File: config.mk
export PLATFORM = sky130hd
export DESIGN_NAME = uart_rx_ctrl
export DESIGN_NICKNAME = d
export VERILOG_FILES = /design/src/rtl/uart_pkg.sv /design/src/rtl/uart_fifo.sv /design/src/rtl/uart_rx_ctrl.sv
export SDC_FILE = /design/constraint.sdc
export NUM_CORES = 1
export LEC_CHECK = 0
export ABC_CLOCK_PERIOD_IN_PS = 2400
export CAP_MARGIN = 20
export CORE_MARGIN = 4
export CORE_UTILIZATION = 35
export CTS_BUF_LIST = sky130_fd_sc_hd__clkbuf_16
export DETAILED_ROUTE_END_ITERATION = 7
export PLACE_DENSITY_LB_ADDON = 0.3
export SYNTH_ARGS = -nofsm -noshare
export SYNTH_HDL_FRONTEND = slang
export SYNTH_SLANG_ARGS = --single-unit
File: constraint.sdc
create_clock -name clk -period 2.4 [get_ports clk]
set_clock_uncertainty 0.05 [all_clocks]
set_input_delay 0.36 -clock clk [delete_from_list [all_inputs] [get_ports clk]]
set_output_delay 0.36 -clock clk [all_outputs]
set_load 0.1 [all_outputs]
File: src/rtl/uart_pkg.sv
// Shared definitions for the UART blocks.
//   rxc_state_e             : receive-controller state encoding (2 bits, all codes used)
//   RXC_TIMEOUT_CYC_DEFAULT : default idle-timeout length in clk cycles
package uart_pkg;

    typedef enum logic [1:0] {
        RXC_DISABLED = 2'b00,
        RXC_LISTEN   = 2'b01,
        RXC_ACTIVE   = 2'b10,
        RXC_STOPPING = 2'b11
    } rxc_state_e;

    localparam logic [15:0] RXC_TIMEOUT_CYC_DEFAULT = 16'd1000;

endpackage

File: src/rtl/uart_fifo.sv
// Generic first-word-fall-through byte FIFO with synchronous flush.
//   clk, rst  : clock, asynchronous active-low reset
//   flush     : clears pointers and level; same-cycle write/read discarded
//   wr_en     : write wr_data at the tail (ignored when full unless a pop happens too)
//   rd_en     : pop the head (ignored when empty)
//   rd_data   : head byte, valid while !empty
//   empty/full/level : occupancy status, level counts 0..DEPTH
module uart_fifo #(
    parameter int unsigned DEPTH = 4
) (
    input  logic                     clk,
    input  logic                     rst,
    input  logic                     flush,
    input  logic                     wr_en,
    input  logic [7:0]               wr_data,
    input  logic                     rd_en,
    output logic [7:0]               rd_data,
    output logic                     empty,
    output logic                     full,
    output logic [$clog2(DEPTH):0]   level
);

    localparam int unsigned AW = $clog2(DEPTH);

    typedef logic [AW-1:0] ptr_t;
    typedef logic [AW:0]   lvl_t;

    logic [7:0] mem_q [DEPTH];
    ptr_t       wr_ptr_q;
    ptr_t       rd_ptr_q;
    lvl_t       level_q;
    logic       do_rd;
    logic       do_wr;

    assign empty   = (level_q == lvl_t'(0));
    assign full    = (level_q == lvl_t'(DEPTH));
    assign level   = level_q;
    assign rd_data = mem_q[rd_ptr_q];

    // A pop frees the slot the write needs, so a full FIFO still accepts it.
    assign do_rd = rd_en && !empty;
    assign do_wr = wr_en && (!full || do_rd);

    always_ff @(posedge clk or negedge rst) begin
        if (!rst) begin
            for (int i = 0; i < int'(DEPTH); i++) begin
                mem_q[i] <= 8'h00;
            end
            wr_ptr_q <= '0;
            rd_ptr_q <= '0;
            level_q  <= '0;
        end else if (flush) begin
            wr_ptr_q <= '0;
            rd_ptr_q <= '0;
            level_q  <= '0;
        end else begin
            if (do_wr) begin
                mem_q[wr_ptr_q] <= wr_data;
                wr_ptr_q        <= wr_ptr_q + ptr_t'(1);
            end
            if (do_rd) begin
                rd_ptr_q <= rd_ptr_q + ptr_t'(1);
            end
            case ({do_wr, do_rd})
                2'b10:   level_q <= level_q + lvl_t'(1);
                2'b01:   level_q <= level_q - lvl_t'(1);
                default: level_q <= level_q;
            endcase
        end
    end

endmodule

File: src/rtl/uart_rx_ctrl.sv
// Receive-side controller between uart_rx and host logic: arms/disarms the
// receiver with graceful shutdown, buffers bytes in a FWFT FIFO, flags
// overrun and line-idle timeout.
//   clk, rst            : clock, asynchronous active-low reset
//   enable              : host receive request (level)
//   flush               : synchronous FIFO clear
//   rd_en/rd_data       : FIFO pop / head byte
//   empty/full/level    : FIFO status
//   overrun, clr_ovr    : sticky dropped-byte flag and its clear
//   idle_to             : one-cycle idle-timeout pulse
//   rx_en               : receiver enable to uart_rx
//   rx_busy/rx_done/rx_data : status and data from uart_rx
module uart_rx_ctrl
    import uart_pkg::*;
#(
    parameter int unsigned DEPTH       = 4,
    parameter logic [15:0] TIMEOUT_CYC = RXC_TIMEOUT_CYC_DEFAULT
) (
    input  logic                   clk,
    input  logic                   rst,
    input  logic                   enable,
    input  logic                   flush,
    input  logic                   rd_en,
    output logic [7:0]             rd_data,
    output logic                   empty,
    output logic                   full,
    output logic [$clog2(DEPTH):0] level,
    output logic                   overrun,
    input  logic                   clr_ovr,
    output logic                   idle_to,
    output logic                   rx_en,
    input  logic                   rx_busy,
    input  logic                   rx_done,
    input  logic [7:0]             rx_data
);

    rxc_state_e  state_q, state_d;
    logic        rx_en_q;
    logic        overrun_q, overrun_d;
    logic [15:0] timer_q, timer_d;
    logic        idle_to_q, idle_to_d;
    logic        drop;

    uart_fifo #(
        .DEPTH (DEPTH)
    ) u_fifo (
        .clk     (clk),
        .rst     (rst),
        .flush   (flush),
        .wr_en   (rx_done),
        .wr_data (rx_data),
        .rd_en   (rd_en),
        .rd_data (rd_data),
        .empty   (empty),
        .full    (full),
        .level   (level)
    );

    // When full, rd_en implies a real pop, which makes room for the byte.
    // A flushed write is discarded, not dropped, so it does not flag overrun.
    assign drop = rx_done && full && !rd_en && !flush;

    always_comb begin
        state_d = state_q;
        unique case (state_q)
            RXC_DISABLED: begin
                if (enable) state_d = RXC_LISTEN;
            end
            RXC_LISTEN: begin
                if (!enable)     state_d = RXC_DISABLED;
                else if (rx_busy) state_d = RXC_ACTIVE;
            end
            RXC_ACTIVE: begin
                // Frame ended (done) or false start (busy fell without done).
                if (rx_done || !rx_busy) state_d = enable ? RXC_LISTEN : RXC_DISABLED;
                else if (!enable)        state_d = RXC_STOPPING;
            end
            RXC_STOPPING: begin
                if (rx_done || !rx_busy) state_d = RXC_DISABLED;
                else if (enable)         state_d = RXC_ACTIVE;
            end
            default: state_d = RXC_DISABLED;
        endcase
    end

    always_comb begin
        timer_d   = timer_q;
        idle_to_d = 1'b0;
        overrun_d = overrun_q;
        if (rx_done) begin
            timer_d = TIMEOUT_CYC;
        end else if (timer_q != 16'd0 && !rx_busy) begin
            timer_d   = timer_q - 16'd1;
            idle_to_d = (timer_q == 16'd1);
        end
        if (drop)         overrun_d = 1'b1;
        else if (clr_ovr) overrun_d = 1'b0;
    end

    always_ff @(posedge clk or negedge rst) begin
        if (!rst) begin
            state_q   <= RXC_DISABLED;
            rx_en_q   <= 1'b0;
            overrun_q <= 1'b0;
            timer_q   <= 16'd0;
            idle_to_q <= 1'b0;
        end else begin
            state_q   <= state_d;
            rx_en_q   <= (state_d == RXC_LISTEN) || (state_d == RXC_ACTIVE);
            overrun_q <= overrun_d;
            timer_q   <= timer_d;
            idle_to_q <= idle_to_d;
        end
    end

    assign rx_en   = rx_en_q;
    assign overrun = overrun_q;
    assign idle_to = idle_to_q;

endmodule

==> impl_metrics.py <==
metrics = {
    "synthesis": {
        "synth_top_area_frac": 0.4845,
        "ys_warn_count": 0,
        "synth_cell_types": 50,
        "syn_inst": 260,
        "synthArstFlopShare": 1.000,
        "synth_edf_count": 0,
        "synth_flop_cell": "dfrtp_1",
        "yosysTopAreaCell": "dfrtp_1",
        "synth_area_leaders": "dfrtp_1 48%, mux2_2 13%, mux4_2 5.8%, ha_1 2.8%, nor2_1 2.4%",
        "synth_area_per_cell_um2": 11.92,
        "ys_seq_elements": 60,
        "yosysSeqAreaShare": 0.4845,
        "synthesis.area_um2": 3099,
        "synth_nets": 284,
    },
    "detailed_routing": {
        "antenna_left": 0,
        "drt_iter0_markers": 79,
        "via_per_inst": 5.247,
        "route.detailed.drc": 0,
        "wl_per_cell_um": 15.15,
        "dr.pass1.iters": 4,
        "routed_wl_mm": 6.257,
        "vias": 2167,
    },
    "placement": {
        "place.gp.congestion": 0.8279,
        "dp_hpwl_mm": 4.328,
        "port_buffers": 31,
        "pre_cts_ws_ns": 0.06019,
    },
    "setup_path": {
        "cp_slowest_cell": "a2111oi_1",
        "cp-start-kind": "flop",
        "worstPathRequired_ns": 2.56,
        "worst-path-buf-inv": 1,
        "crit_chain": "inv_1, ha_1, and4b_1, a2111oi_1, mux2_2",
        "cp.arrival_ns": 2.29,
        "end_kind": "flop",
        "criticalPathCategory": "flop to flop",
        "critPathMaxStageDelay_ns": 0.49,
        "critical-path-top-delay-family": "compound AO/OA/AOI/OAI gates",
        "cp_max_fo": 18,
    },
    "clocking": {
        "cts.sinks": 60,
        "insertion_delay_ns": 0.32,
        "cts_setup_buffers": 0,
        "cts_tree": "done",
        "clockBufferDepth": 2,
        "hold_buffers": 1,
        "root_buffer": "clkbuf_16",
        "htreeDepth": 3,
        "ctsResizeCount": 0,
        "clk_pin_slew_ns": 0.05,
        "cts_made_buffers": 9,
    },
    "power": {
        "pwr_density_cell_nw_per_um2": 968.6,
        "ir_drop_mv": 0.3946,
        "leakage_uw": 0.001652,
    },
    "floorplanning": {
        "dieArea_um2": 10420,
        "die_w_um": 102.1,
        "die_y_um": 102.1,
        "rows": 34,
        "start_util": 0.3571,
        "ioPinCount": 32,
        "core-area_um2": 8678,
    },
    "layout": {
        "nFillCells": 827,
        "most-common-layout-cells": "57 x dfrtp_1, 37 x mux2_2, 20 x nor2_1",
        "syn2layout_area_growth_pct": 27.82,
        "diodes": 0,
        "nNetsFinal": 324,
        "drive_gt1_frac": 0.3082,
        "final_common_cell": "dfrtp_1",
        "postLayoutCoreUtil": 0.4565,
    },
    "grt": {
        "grt_overflow": 0,
        "grt_use_total": 0.1341,
        "grt_pass1_wl_mm": 10.72,
        "antenna_found_initial": 0,
        "grt_pass1_vias": 2133,
        "grt_max_degree": 29,
    },
    "sta": {
        "timing.final.ws_setup_ns": 0.2629,
        "drv_slew": 0,
        "rsz0062_at_grt": "no",
        "timing.final.crit_share": 0.8905,
        "maxSlewHeadroom": 0.6159,
        "tightestPinTransition_ns": 0.5757,
        "setup_viol": 0,
        "fin_crit_ns": 2.137,
        "hold_violations": 0,
        "maxClockFrequency_mhz": 467.9,
    },
    "status": {
        "status": "finished, final reports clean",
    },
    "run": {
        "maxCapViolCount": 0,
    },
    "min_path": {
        "worstHoldPathType": "flop to flop",
    },
}
-- state kept, by name, summed over array words and instances (netlist names) --
register	flops
state_q	2
idle_to	1
u_fifo.mem_q	32
u_fifo.rd_ptr_q	2
u_fifo.wr_ptr_q	2
timer_q	16
u_fifo.level	3
overrun	1
rx_en	1
-- final cells by class --
type	count	area [um2]	area share
Multi-Input combinational cell	181	1526	0.3853
Sequential cell	60	1513	0.3819
Timing Repair Buffer	40	473.0	0.1194
Clock buffer	9	225.2	0.05685
Tap cell	108	135.1	0.03411
Clock inverter	7	58.81	0.01485
Inverter	8	30.03	0.007581
-- per-layer routing --
| layer | global-route usage | vias to the layer above | share of wire |
|---|---|---|---|
| met5 | 0 | - | 0 |
| met4 | 0.05651 | 0 | 0.017 |
| met3 | 0.03891 | 9 | 0.041 |
| met2 | 0.2004 | 35 | 0.48 |
| met1 | 0.1828 | 1078 | 0.46 |
| li1 | - | 1045 | - |
-- synthesized netlist by cell type (2+ instances only) --
cell type	count
a2111oi_0	2
a211oi_1	3
a21oi_1	7
and2_1	2
buf_1	2
buf_6	2
clkbuf_1	6
dfrtp_1	60
ha_1	7
inv_1	8
mux2_2	37
mux2i_1	6
mux4_2	8
nand2_1	12
nand2b_1	3
nand3_1	4
nand3b_1	2
nand4_1	2
nor2_1	20
nor2b_1	9
nor3_1	6
nor4_1	8
o21a_1	2
o21ai_0	7
o31a_1	2
o31ai_1	2
or3_1	7
xnor2_1	2
-- logic make-up (layout without fill, tap and decap cells) --
kind of cell,after synthesis,count (layout),synth area share
XOR/XNOR,3,3,0.008480
adder cells (fa/ha/maj),8,8,0.03472
flip-flops,60,60,0.4845
AO/OA/AOI/OAI,37,37,0.08196
buffers and inverters,19,64,0.02826
multiplexers,51,51,0.2119
AND/OR/NAND/NOR,82,82,0.1502
-- path summary, 6_finish.rpt --
check / endpoint / slack [ns] / startpoint / cells past startpoint
max in group asynchronous: u_fifo.level[1] / 1.24 / rst / 3
hold reg to reg: idle_to / 0.44 / timer_q[15] / 1
hold / removal: idle_to / 0.44 / timer_q[15] / 1
setup reg to reg: timer_q[4] / 0.26 / timer_q[0] / 5
setup / recovery: timer_q[4] / 0.26 / timer_q[0] / 5
min in group asynchronous: u_fifo.mem_q[31] / 0.46 / rst / 2
-- where the power goes --
part	total, uW	internal, uW	switching [uW]	leakage [uW]
Clock	1220	787	436	0.000141
Sequential	1350	1220	126	0.000744
Combinational	1270	544	725	0.000766
-- stage by stage --
step                      setup TNS (ns)  instances  instance area (um2)  hold WS [ns]  total power, uW
final                                  0        413                 3961        0.4359             3837
after floorplan                  -0.8008        260                 3147       0.01441             2230
after global routing                   0        413                 3961        0.4598             4026
after detailed placement               0        396                 3667        0.2753             2642
after CTS                              0        413                 3961        0.4401             3889
after global placement                 0        396                 3667        0.2742             2611
Note: power is estimated with default switching activity, not from simulation.
